$ cat src/rtl/bypass_tracker_pkg.sv
// ---------------------------------------------------------------------------
// bypass_tracker_pkg
//   Shared definitions for the bypass/wake-up producer. This file also
//   carries the contents of myCPU.h:
//     `BY_TO_WK_BUS_WD (21) and the field offsets EXE_LSB 14, MEM_LSB 7,
//     WB_LSB 0.
//   Optional feature macro used by the slice: BYPASS_FLUSH_EN.
// ---------------------------------------------------------------------------
`ifndef BY_TO_WK_BUS_WD
`define BY_TO_WK_BUS_WD 21
`endif

package bypass_tracker_pkg;

    // One bus field per stage: {w_addr, data_valid, w_en & valid}.
    localparam int BY_FIELD_WD = 7;
    localparam int EXE_LSB     = 14;
    localparam int MEM_LSB     = 7;
    localparam int WB_LSB      = 0;

    // Which pipeline stage supplies a forwarded operand.
    typedef enum logic [1:0] {
        SRC_NONE = 2'd0,
        SRC_EXE  = 2'd1,
        SRC_MEM  = 2'd2,
        SRC_WB   = 2'd3
    } fwd_src_e;

endpackage : bypass_tracker_pkg

$ cat src/rtl/bypass_stage_entry.sv
// ---------------------------------------------------------------------------
// bypass_stage_entry
//   One in-flight register-write record (valid, w_en, w_addr, data_valid,
//   data). Priority: load > clear > result latch > hold.
// Ports:
//   clk, resetn           clock, synchronous active-low reset
//   load, ld_*            capture an incoming record
//   clear                 empty the record
//   res_valid, res_data   latch a result produced while the record sits here
//   valid..data           current record contents
// ---------------------------------------------------------------------------
module bypass_stage_entry #(
    parameter int DATA_WD  = 32,
    parameter int RADDR_WD = 5
) (
    input  logic                clk,
    input  logic                resetn,
    input  logic                load,
    input  logic                ld_valid,
    input  logic                ld_w_en,
    input  logic [RADDR_WD-1:0] ld_w_addr,
    input  logic                ld_data_valid,
    input  logic [DATA_WD-1:0]  ld_data,
    input  logic                clear,
    input  logic                res_valid,
    input  logic [DATA_WD-1:0]  res_data,
    output logic                valid,
    output logic                w_en,
    output logic [RADDR_WD-1:0] w_addr,
    output logic                data_valid,
    output logic [DATA_WD-1:0]  data
);

    // NOTE: sequential state uses non-blocking assignments so every record
    // samples its neighbour's pre-edge value when the pipeline shifts.
    always_ff @(posedge clk) begin
        if (!resetn) begin
            valid      <= 1'b0;
            w_en       <= 1'b0;
            w_addr     <= '0;
            data_valid <= 1'b0;
            data       <= '0;
        end else if (load) begin
            valid      <= ld_valid;
            // r0 is never tracked: a zero destination drops the write enable.
            w_en       <= ld_w_en && (ld_w_addr != '0);
            w_addr     <= ld_w_addr;
            data_valid <= ld_data_valid;
            data       <= ld_data;
        end else if (clear) begin
            valid      <= 1'b0;
            w_en       <= 1'b0;
            w_addr     <= '0;
            data_valid <= 1'b0;
            data       <= '0;
        end else if (res_valid) begin
            data_valid <= 1'b1;
            data       <= res_data;
        end
    end

endmodule : bypass_stage_entry

$ cat src/rtl/bypass_tracker.sv
// ---------------------------------------------------------------------------
// bypass_tracker
//   Producer end of the wake-up/bypass interface. Tracks register writes in
//   flight in EXE, MEM and WB, drives the packed BY_to_WK_bus for the ID
//   wake-up logic and supplies forwarded operands for both ID read ports.
// Ports:
//   clk, resetn                  clock, synchronous active-low reset
//   id_go, id_rf_w_en/addr       instruction entering EXE and its destination
//   exe_go, mem_go, wb_go        stage handshakes
//   exe_result(_valid)           EXE result produced this cycle
//   mem_result(_valid)           load data returned this cycle
//   rd_addr1, rd_addr2           ID read addresses
//   BY_to_WK_bus                 {EXE[20:14], MEM[13:7], WB[6:0]} records
//   fwd_hit*/fwd_data*           forwarded operand per read port
//   flush                        only with BYPASS_FLUSH_EN: kill EXE and MEM
// Optional feature macro: BYPASS_FLUSH_EN.
// ---------------------------------------------------------------------------
module bypass_tracker
    import bypass_tracker_pkg::*;
#(
    parameter int DATA_WD  = 32,
    parameter int RADDR_WD = 5
) (
    input  logic                          clk,
    input  logic                          resetn,
    input  logic                          id_go,
    input  logic                          id_rf_w_en,
    input  logic [RADDR_WD-1:0]           id_rf_w_addr,
    input  logic                          exe_go,
    input  logic                          mem_go,
    input  logic                          wb_go,
    input  logic                          exe_result_valid,
    input  logic [DATA_WD-1:0]            exe_result,
    input  logic                          mem_result_valid,
    input  logic [DATA_WD-1:0]            mem_result,
    input  logic [RADDR_WD-1:0]           rd_addr1,
    input  logic [RADDR_WD-1:0]           rd_addr2,
    output logic [`BY_TO_WK_BUS_WD-1:0]   BY_to_WK_bus,
    output logic                          fwd_hit1,
    output logic [DATA_WD-1:0]            fwd_data1,
    output logic                          fwd_hit2,
    output logic [DATA_WD-1:0]            fwd_data2
`ifdef BYPASS_FLUSH_EN
    ,
    input  logic                          flush
`endif
);

    logic kill;
`ifdef BYPASS_FLUSH_EN
    assign kill = flush;
`else
    assign kill = 1'b0;
`endif

    logic                exe_valid, exe_w_en, exe_dv;
    logic [RADDR_WD-1:0] exe_w_addr;
    logic [DATA_WD-1:0]  exe_data;
    logic                mem_valid, mem_w_en, mem_dv;
    logic [RADDR_WD-1:0] mem_w_addr;
    logic [DATA_WD-1:0]  mem_data;
    logic                wb_valid, wb_w_en, wb_dv;
    logic [RADDR_WD-1:0] wb_w_addr;
    logic [DATA_WD-1:0]  wb_data;

    // Live view: a result produced this cycle counts as present data, both
    // for the bus/forward outputs and for the record handed to the next stage.
    logic                exe_eff_dv, mem_eff_dv, wb_eff_dv;
    logic [DATA_WD-1:0]  exe_live, mem_live;

    assign exe_eff_dv = exe_dv | exe_result_valid;
    assign mem_eff_dv = mem_dv | mem_result_valid;
    assign wb_eff_dv  = wb_valid;
    assign exe_live   = exe_result_valid ? exe_result : exe_data;
    assign mem_live   = mem_result_valid ? mem_result : mem_data;

    bypass_stage_entry #(.DATA_WD(DATA_WD), .RADDR_WD(RADDR_WD)) u_exe (
        .clk           (clk),
        .resetn        (resetn),
        .load          (id_go & ~kill),
        .ld_valid      (1'b1),
        .ld_w_en       (id_rf_w_en),
        .ld_w_addr     (id_rf_w_addr),
        .ld_data_valid (1'b0),
        .ld_data       ('0),
        .clear         (exe_go | kill),
        .res_valid     (exe_result_valid & ~kill),
        .res_data      (exe_result),
        .valid         (exe_valid),
        .w_en          (exe_w_en),
        .w_addr        (exe_w_addr),
        .data_valid    (exe_dv),
        .data          (exe_data)
    );

    bypass_stage_entry #(.DATA_WD(DATA_WD), .RADDR_WD(RADDR_WD)) u_mem (
        .clk           (clk),
        .resetn        (resetn),
        .load          (exe_go & ~kill),
        .ld_valid      (exe_valid),
        .ld_w_en       (exe_w_en),
        .ld_w_addr     (exe_w_addr),
        .ld_data_valid (exe_eff_dv),
        .ld_data       (exe_live),
        .clear         (mem_go | kill),
        .res_valid     (mem_result_valid & ~kill),
        .res_data      (mem_result),
        .valid         (mem_valid),
        .w_en          (mem_w_en),
        .w_addr        (mem_w_addr),
        .data_valid    (mem_dv),
        .data          (mem_data)
    );

    // A flushed MEM record must not slip into WB on the same edge.
    bypass_stage_entry #(.DATA_WD(DATA_WD), .RADDR_WD(RADDR_WD)) u_wb (
        .clk           (clk),
        .resetn        (resetn),
        .load          (mem_go & ~kill),
        .ld_valid      (mem_valid),
        .ld_w_en       (mem_w_en),
        .ld_w_addr     (mem_w_addr),
        .ld_data_valid (mem_eff_dv),
        .ld_data       (mem_live),
        .clear         (wb_go),
        .res_valid     (1'b0),
        .res_data      ('0),
        .valid         (wb_valid),
        .w_en          (wb_w_en),
        .w_addr        (wb_w_addr),
        .data_valid    (wb_dv),
        .data          (wb_data)
    );

    logic exe_tracks, mem_tracks, wb_tracks;
    assign exe_tracks = exe_valid & exe_w_en;
    assign mem_tracks = mem_valid & mem_w_en;
    assign wb_tracks  = wb_valid & wb_w_en;

    assign BY_to_WK_bus = {exe_w_addr, exe_eff_dv, exe_tracks,
                           mem_w_addr, mem_eff_dv, mem_tracks,
                           wb_w_addr,  wb_eff_dv,  wb_tracks};

    // Youngest producer wins: EXE holds the most recent write to a register.
    function automatic fwd_src_e select_src(
        input logic [RADDR_WD-1:0] addr,
        input logic                e_t, input logic [RADDR_WD-1:0] e_a,
        input logic                m_t, input logic [RADDR_WD-1:0] m_a,
        input logic                w_t, input logic [RADDR_WD-1:0] w_a
    );
        if (addr == '0)                 return SRC_NONE;
        else if (e_t && (e_a == addr))  return SRC_EXE;
        else if (m_t && (m_a == addr))  return SRC_MEM;
        else if (w_t && (w_a == addr))  return SRC_WB;
        else                            return SRC_NONE;
    endfunction

    fwd_src_e src1, src2;
    assign src1 = select_src(rd_addr1, exe_tracks, exe_w_addr,
                             mem_tracks, mem_w_addr, wb_tracks, wb_w_addr);
    assign src2 = select_src(rd_addr2, exe_tracks, exe_w_addr,
                             mem_tracks, mem_w_addr, wb_tracks, wb_w_addr);

    // NOTE: every combinational output gets a default first so no path
    // through the case can leave it unassigned and infer a latch.
    always_comb begin
        fwd_hit1  = 1'b0;
        fwd_data1 = '0;
        fwd_hit2  = 1'b0;
        fwd_data2 = '0;
        unique case (src1)
            SRC_EXE:  begin fwd_hit1 = 1'b1; fwd_data1 = exe_live; end
            SRC_MEM:  begin fwd_hit1 = 1'b1; fwd_data1 = mem_live; end
            SRC_WB:   begin fwd_hit1 = 1'b1; fwd_data1 = wb_data;  end
            default:  ;
        endcase
        unique case (src2)
            SRC_EXE:  begin fwd_hit2 = 1'b1; fwd_data2 = exe_live; end
            SRC_MEM:  begin fwd_hit2 = 1'b1; fwd_data2 = mem_live; end
            SRC_WB:   begin fwd_hit2 = 1'b1; fwd_data2 = wb_data;  end
            default:  ;
        endcase
    end

endmodule : bypass_tracker

$ cat config.mk
export PLATFORM = sky130hd
export DESIGN_NAME = bypass_tracker
export DESIGN_NICKNAME = d
export VERILOG_FILES = /design/src/rtl/bypass_tracker_pkg.sv /design/src/rtl/bypass_stage_entry.sv /design/src/rtl/bypass_tracker.sv
export SDC_FILE = /design/constraint.sdc
export NUM_CORES = 1
export LEC_CHECK = 0
export ABC_AREA = 1
export CELL_PAD_IN_SITES_DETAIL_PLACEMENT = 0
export CELL_PAD_IN_SITES_GLOBAL_PLACEMENT = 1
export CORE_ASPECT_RATIO = 2
export CORE_UTILIZATION = 37
export CTS_CLUSTER_DIAMETER = 150
export DETAILED_ROUTE_END_ITERATION = 12
export HOLD_SLACK_MARGIN = 0.06
export PLACE_DENSITY_LB_ADDON = 0.3
export SLEW_MARGIN = 15
export SYNTH_ARGS = -nofsm -noshare
export SYNTH_HDL_FRONTEND = slang
export SYNTH_SLANG_ARGS = --single-unit
$ cat constraint.sdc
create_clock -name clk -period 4.7 [get_ports clk]
set_input_delay 0.705 -clock clk [delete_from_list [all_inputs] [get_ports clk]]
set_output_delay 0.705 -clock clk [all_outputs]
set_load 0.01 [all_outputs]
==> flow_summary.json, run 1 <==
{
  "max_freq_mhz": 245.5,
  "row_count": 70,
  "dr.pass1.iters": 5,
  "cts_buffers": 17,
  "crit_required_ns": 3.99,
  "finish.cell_count_without_fillers": 1421,
  "synth_edf_count": 0,
  "worstPathArrival_ns": 3.37,
  "synth_ff_type": "dfxtp_1",
  "grt_max_degree": 66,
  "synthArstFlopShare_pct": 0,
  "grt_usage_pct": 28.09,
  "finalSetupViolCount": 0,
  "cts_sinks": 119,
  "syn_area_per_cell_um2": 6.517,
  "hold_violations": 0,
  "cap_violations": 0,
  "p_total_mw": 2.735,
  "cts_root_buf": "clkbuf_16",
  "start_kind": "input pin",
  "diodes": 0,
  "rsz0062_at_grt": "no",
  "worst-setup-path-type": "input pin to output port",
  "end_kind": "output port",
  "wl_per_cell_um": 18.83,
  "drc": 0,
  "grt_pass1_wl_um": 41790,
  "final_area_um2": 9259,
  "pin_count": 175,
  "skew_ns": 0.008844,
  "synth_seq_area_share_pct": 34.23,
  "fp.dieW_um": 98.99,
  "via_per_inst": 5.507,
  "h-tree-depth": 4,
  "status": "complete, no violations",
  "clockBufferDepth": 2,
  "met3WireLength_um": 1570,
  "cts_tree": "done",
  "dieArea_um2": 19400,
  "grt_pass1_vias": 7790,
  "globalRoute.totalOverflow": 0,
  "finalCriticalPeriod_ns": 4.074,
  "synth_nets": 1156,
  "synth.ff_latch_count": 119,
  "clk_pin_slew_ns": 0.06,
  "drt_iter0_drc": 388,
  "syn_inst": 1068,
  "ir_worst_vdd_mv": 0.2563,
  "top_layer": "met4",
  "cts_resized": 0,
  "placed_area_um2": 8671,
  "met1_length_um": 9618,
  "routed_wl_um": 26750,
  "portBuffers": 174,
  "nets": 1281,
  "core_region_area_um2": 18390,
  "antenna_found_initial": 0,
  "report.final.slew_viol_count": 0,
  "place_hpwl_um": 17910,
  "syn_to_final_growth_pct": 33.02,
  "dieHeight_um": 196.0,
  "drive_above_1_share_pct": 9.876,
  "clk_latency_ns": 0.42,
  "syn_area_um2": 6960,
  "post-route-util_pct": 50.34,
  "maxSlewHeadroom_pct": 22.53,
  "fin_crit_sh_pct": 86.68,
  "place_congestion": 0.9447,
  "cts_setup_buffers": 0,
  "dp.cells": 1390,
  "cts_hold_buf": 0,
  "synth_warnings": 0,
  "hp-class": "register to register",
  "p_per_area_nw_per_um2": 295.4,
  "leakage_nw": 3.749,
  "dr_total_vias": 7826,
  "worstMarginPinSlew_ns": 1.159,
  "start_util_pct": 37.84,
  "fin_setup_tns_ns": 0,
  "synth.distinct_cells": 31,
  "wl_met2_um": 13950,
  "antenna_left": 0,
  "critPathMaxFanout": 34
}
## registers in the layout (all words and copies together), names as in the netlist, 5 cells and up
| register | cells |
|---|---|
| u_wb.w_addr | 5 |
| u_mem.w_addr | 5 |
| u_mem.data | 32 |
| u_wb.data | 32 |
| u_exe.data | 32 |
| u_exe.w_addr | 5 |
## critical path, cell delays in order
cell and delay [ns]:
clkdlybuf4s50_1 0.49, inv_1 0.18, nand2_1 0.07, a21oi_1 0.21
nand3_1 0.11, nand2_1 0.11, inv_2 0.07, nor2_8 0.36
buf_12 0.26, nand3_1 0.09, o211ai_1 0.10, clkdlybuf4s50_1 0.60
## path summary, 6_finish.rpt
check	slack, ns	startpoint	endpoint	depth (start not counted)
min reg2reg	0.46	u_exe.data_valid	u_exe.data_valid	2
min	0.46	u_exe.data_valid	u_exe.data_valid	2
max reg2reg	3.38	u_exe.w_addr[2]	u_mem.w_en	4
max	0.63	rd_addr1[2]	fwd_data1[31]	12
## cells in the final DEF, fill, tap and decap left out, types with 2 or more instances in the layout
master           count
o22ai_1              7
clkinv_4             4
xor2_1               4
clkinvlp_4           2
nor2_4               2
clkdlybuf4s50_1    171
o21ai_1              2
nand3_2              4
o211ai_1            21
nand3_1            172
or2_2               33
bufinv_16            3
clkbuf_16           17
a21oi_1             85
o21ai_0             39
nand4_1             32
nor2_1              56
o211ai_2            10
buf_12               4
inv_1               58
nand2_1            311
buf_4               15
nor3_1               2
o311ai_0             2
nand2_2              3
inv_2               11
clkbuf_1             2
buf_2                3
dfxtp_1            119
clkinv_2             3
## per-stage QoR
stage	hold slack (ns)	setup slack (ns)
final	0.4645	0.6261
after global routing	0.4851	0.3865
after CTS	0.4635	0.6360
after detailed placement	0.4546	0.6488
after global placement	0.4415	0.6306
after floorplan	0.4313	2.207
## cell families (layout without fill, tap and decap cells)
kind of cell | count (synthesis) | after routing | share of synthesized area (%)
xor+xnor | 4 | 4 | 0.5033
compound gates | 169 | 169 | 14.36
buf+inv | 156 | 293 | 11.04
flops | 119 | 119 | 34.23
simple gates | 620 | 620 | 39.87
## where the power goes
part	internal (mW)	switching (mW)	total [mW]
registers	1.05	0.0249	1.07
clock network	0.830	0.496	1.33
logic	0.137	0.199	0.336
## cells in the mapped netlist (17+ instances only)
cell | n | area (µm²)
nand2_1 | 312 | 1171
a21oi_1 | 85 | 425.4
nor2_1 | 58 | 217.7
or2_2 | 33 | 206.5
dfxtp_1 | 119 | 2382
buf_6 | 17 | 191.4
o211ai_1 | 21 | 157.7
clkbuf_1 | 45 | 168.9
nand3_1 | 173 | 865.8
inv_1 | 58 | 217.7
o21ai_0 | 39 | 195.2
nand4_1 | 32 | 200.2
## routing by layer
metal / vias to the layer above / track usage (%)
met3: 89 / 5.023
met5: - / 0
met2: 322 / 51.10
met1: 3634 / 28.86
met4: 0 / 18.74
li1: 3781 / -
## final cells by class
type                       instances  area, µm²
timing repair buffer             193       1919
fill                            1946       9134
sequential                       119       2382
tap                              216      270.3
clock inverter                    12      155.1
inverter                          69      259.0
multi-input combinational        793       3840
clock buffer                      19      432.9
(Power assumes the default switching activity.)
==> inputs of run 2 (changes only) <==
- PLACE_DENSITY: unset -> 0.87
- PLACE_DENSITY_LB_ADDON: 0.3 -> unset
==> run 2 against run 1 <==
Against the previous run:
- sequential cell count unchanged
- design area is 0.22% higher
- setup slack got worse by 0.12 ns
- sequential power about the same
- clock skew about the same
- critical path type unchanged
- largest power group unchanged
- highest routed layer unchanged
==> flow_summary.json, run 2 (synthesis gave the netlist of run 1 again) <==
{
  "status": "complete, no violations",
  "ir_worst_vdd_mv": 0.2091,
  "cts_resized": 0,
  "pin_count": 175,
  "p_comb_share_pct": 11.9,
  "fin_crit_sh_pct": 89.18,
  "p_sw_mw": 0.7324,
  "drc": 0,
  "cts_buffers": 17,
  "routed_wl_um": 27140,
  "diodes": 0,
  "post-route-util_pct": 50.45,
  "fillerInstances": 1936,
  "grt_pass1_vias": 7822,
  "via_per_inst": 5.554,
  "clockPowerShare_pct": 49.6,
  "hold_violations": 0,
  "cts_root_buf": "clkbuf_16",
  "finalWorstSetupSlack_ns": 0.5086,
  "place_congestion": 0.9213,
  "core_region_area_um2": 18390,
  "cts_tree": "done",
  "placed_area_um2": 8656,
  "clockBufferDepth": 2,
  "p_seq_share_pct": 38.5,
  "finish.cell_count_without_fillers": 1420,
  "place_hpwl_um": 18160,
  "worstMarginPinSlew_ns": 1.205,
  "fp.dieW_um": 98.99,
  "globalRoute.totalOverflow": 0,
  "dieArea_um2": 19400,
  "wl_per_cell_um": 19.11,
  "start_kind": "input pin",
  "layout_commonest_cell": "nand2_1",
  "clk_latency_ns": 0.41,
  "clk_pin_slew_ns": 0.06,
  "worstPathArrival_ns": 3.49,
  "p_per_area_nw_per_um2": 300.2,
  "cap_violations": 0,
  "syn_to_final_growth_pct": 33.31,
  "leakage_nw": 3.749,
  "cts_setup_buffers": 0,
  "dp.cells": 1388,
  "skew_ns": 0.008714,
  "grt_pass1_wl_um": 41900,
  "row_count": 70,
  "grt_usage_pct": 28.27,
  "maxSlewHeadroom_pct": 19.45,
  "dieHeight_um": 196.0,
  "antenna_left": 0,
  "drt_iter0_drc": 473,
  "internal_power_mw": 2.053,
  "worst-setup-path-type": "input pin to output port",
  "report.final.slew_viol_count": 0,
  "critPathMaxFanout": 32,
  "portBuffers": 174,
  "finalSetupViolCount": 0,
  "crit_required_ns": 3.99,
  "cts_sinks": 119,
  "grt_max_degree": 66,
  "largestRegisters": "u_exe.data x32, u_mem.data x32, u_wb.data x32",
  "swShare_pct": 26.30,
  "finalCriticalPeriod_ns": 4.191,
  "dr_total_vias": 7886,
  "dr.pass1.iters": 5,
  "whs_ns": 0.4588,
  "final_area_um2": 9279,
  "start_util_pct": 37.84,
  "rsz0062_at_grt": "no",
  "hp-class": "register to register",
  "h-tree-depth": 4,
  "cts_hold_buf": 0,
  "antenna_found_initial": 0,
  "end_kind": "output port",
  "nets": 1279,
  "p_total_mw": 2.785,
  "drive_above_1_share_pct": 9.967,
  "max_freq_mhz": 238.6,
  "fin_setup_tns_ns": 0,
  "mostFrequentLayoutCells": "311 x nand2_1, 172 x nand3_1, 171 x clkdlybuf4s50_1",
  "dp_slack_ns": 0.5125
}
[run 2: cell count changes in the layout (fill, tap and decap cells not counted)]
cell	previous run	this run
clkinv_4	4	3
clkbuf_8	0	2
clkbuf_1	2	0
clkinv_2	3	1
inv_6	0	3
clkinvlp_4	2	3
buf_4	15	13
[run 2: final cells by class]
cell class / instances / area, µm² / area share [%]
inverters: 69 / 259.0 / 2.791
flip-flops and latches: 119 / 2382 / 25.67
clock inverters: 13 / 170.2 / 1.834
well taps: 216 / 270.3 / 2.913
clock buffers: 19 / 452.9 / 4.881
repair buffers: 191 / 1904 / 20.52
multi-input cells: 793 / 3840 / 41.38
[run 2: path summary, 6_finish.rpt]
check                   startpoint                to  slack, ns  cells past startpoint
setup / recovery       rd_addr1[3]      fwd_data1[2]       0.51                     14
hold / removal    u_exe.data_valid  u_exe.data_valid       0.46                      2
setup reg to reg   u_exe.w_addr[2]        u_mem.w_en       3.12                      4
hold reg to reg   u_exe.data_valid  u_exe.data_valid       0.46                      2
[run 2: power groups by stage]
| stage | logic (mW) | registers [mW] | clock network [mW] |
|---|---|---|---|
| after floorplan | 0.177 | 1.09 | 0 |
| after global placement | 0.330 | 1.09 | 0 |
| after detailed placement | 0.330 | 1.09 | 0 |
| after CTS | 0.332 | 1.07 | 1.39 |
| after global routing | 0.365 | 1.08 | 1.44 |
| final | 0.332 | 1.07 | 1.38 |
[run 2: per-layer routing]
layer  GRT usage [%]  wire [µm]
met5               0          0
met4           17.97       1566
met3           4.346       1536
met2           51.23      14210
met1           30.01       9832
[run 2: critical path, cell delays in order]
cell and delay [ns]:
clkdlybuf4s50_1 0.57, inv_2 0.05, nand2_1 0.06, nand2_1 0.05, nor2_1 0.16, nand2_1 0.07
nor2_1 0.11, nand2_1 0.10, nand2_4 0.16, nand3_4 0.44, nor2_1 0.23, nor2_1 0.07
nor2_1 0.14, clkdlybuf4s50_1 0.56
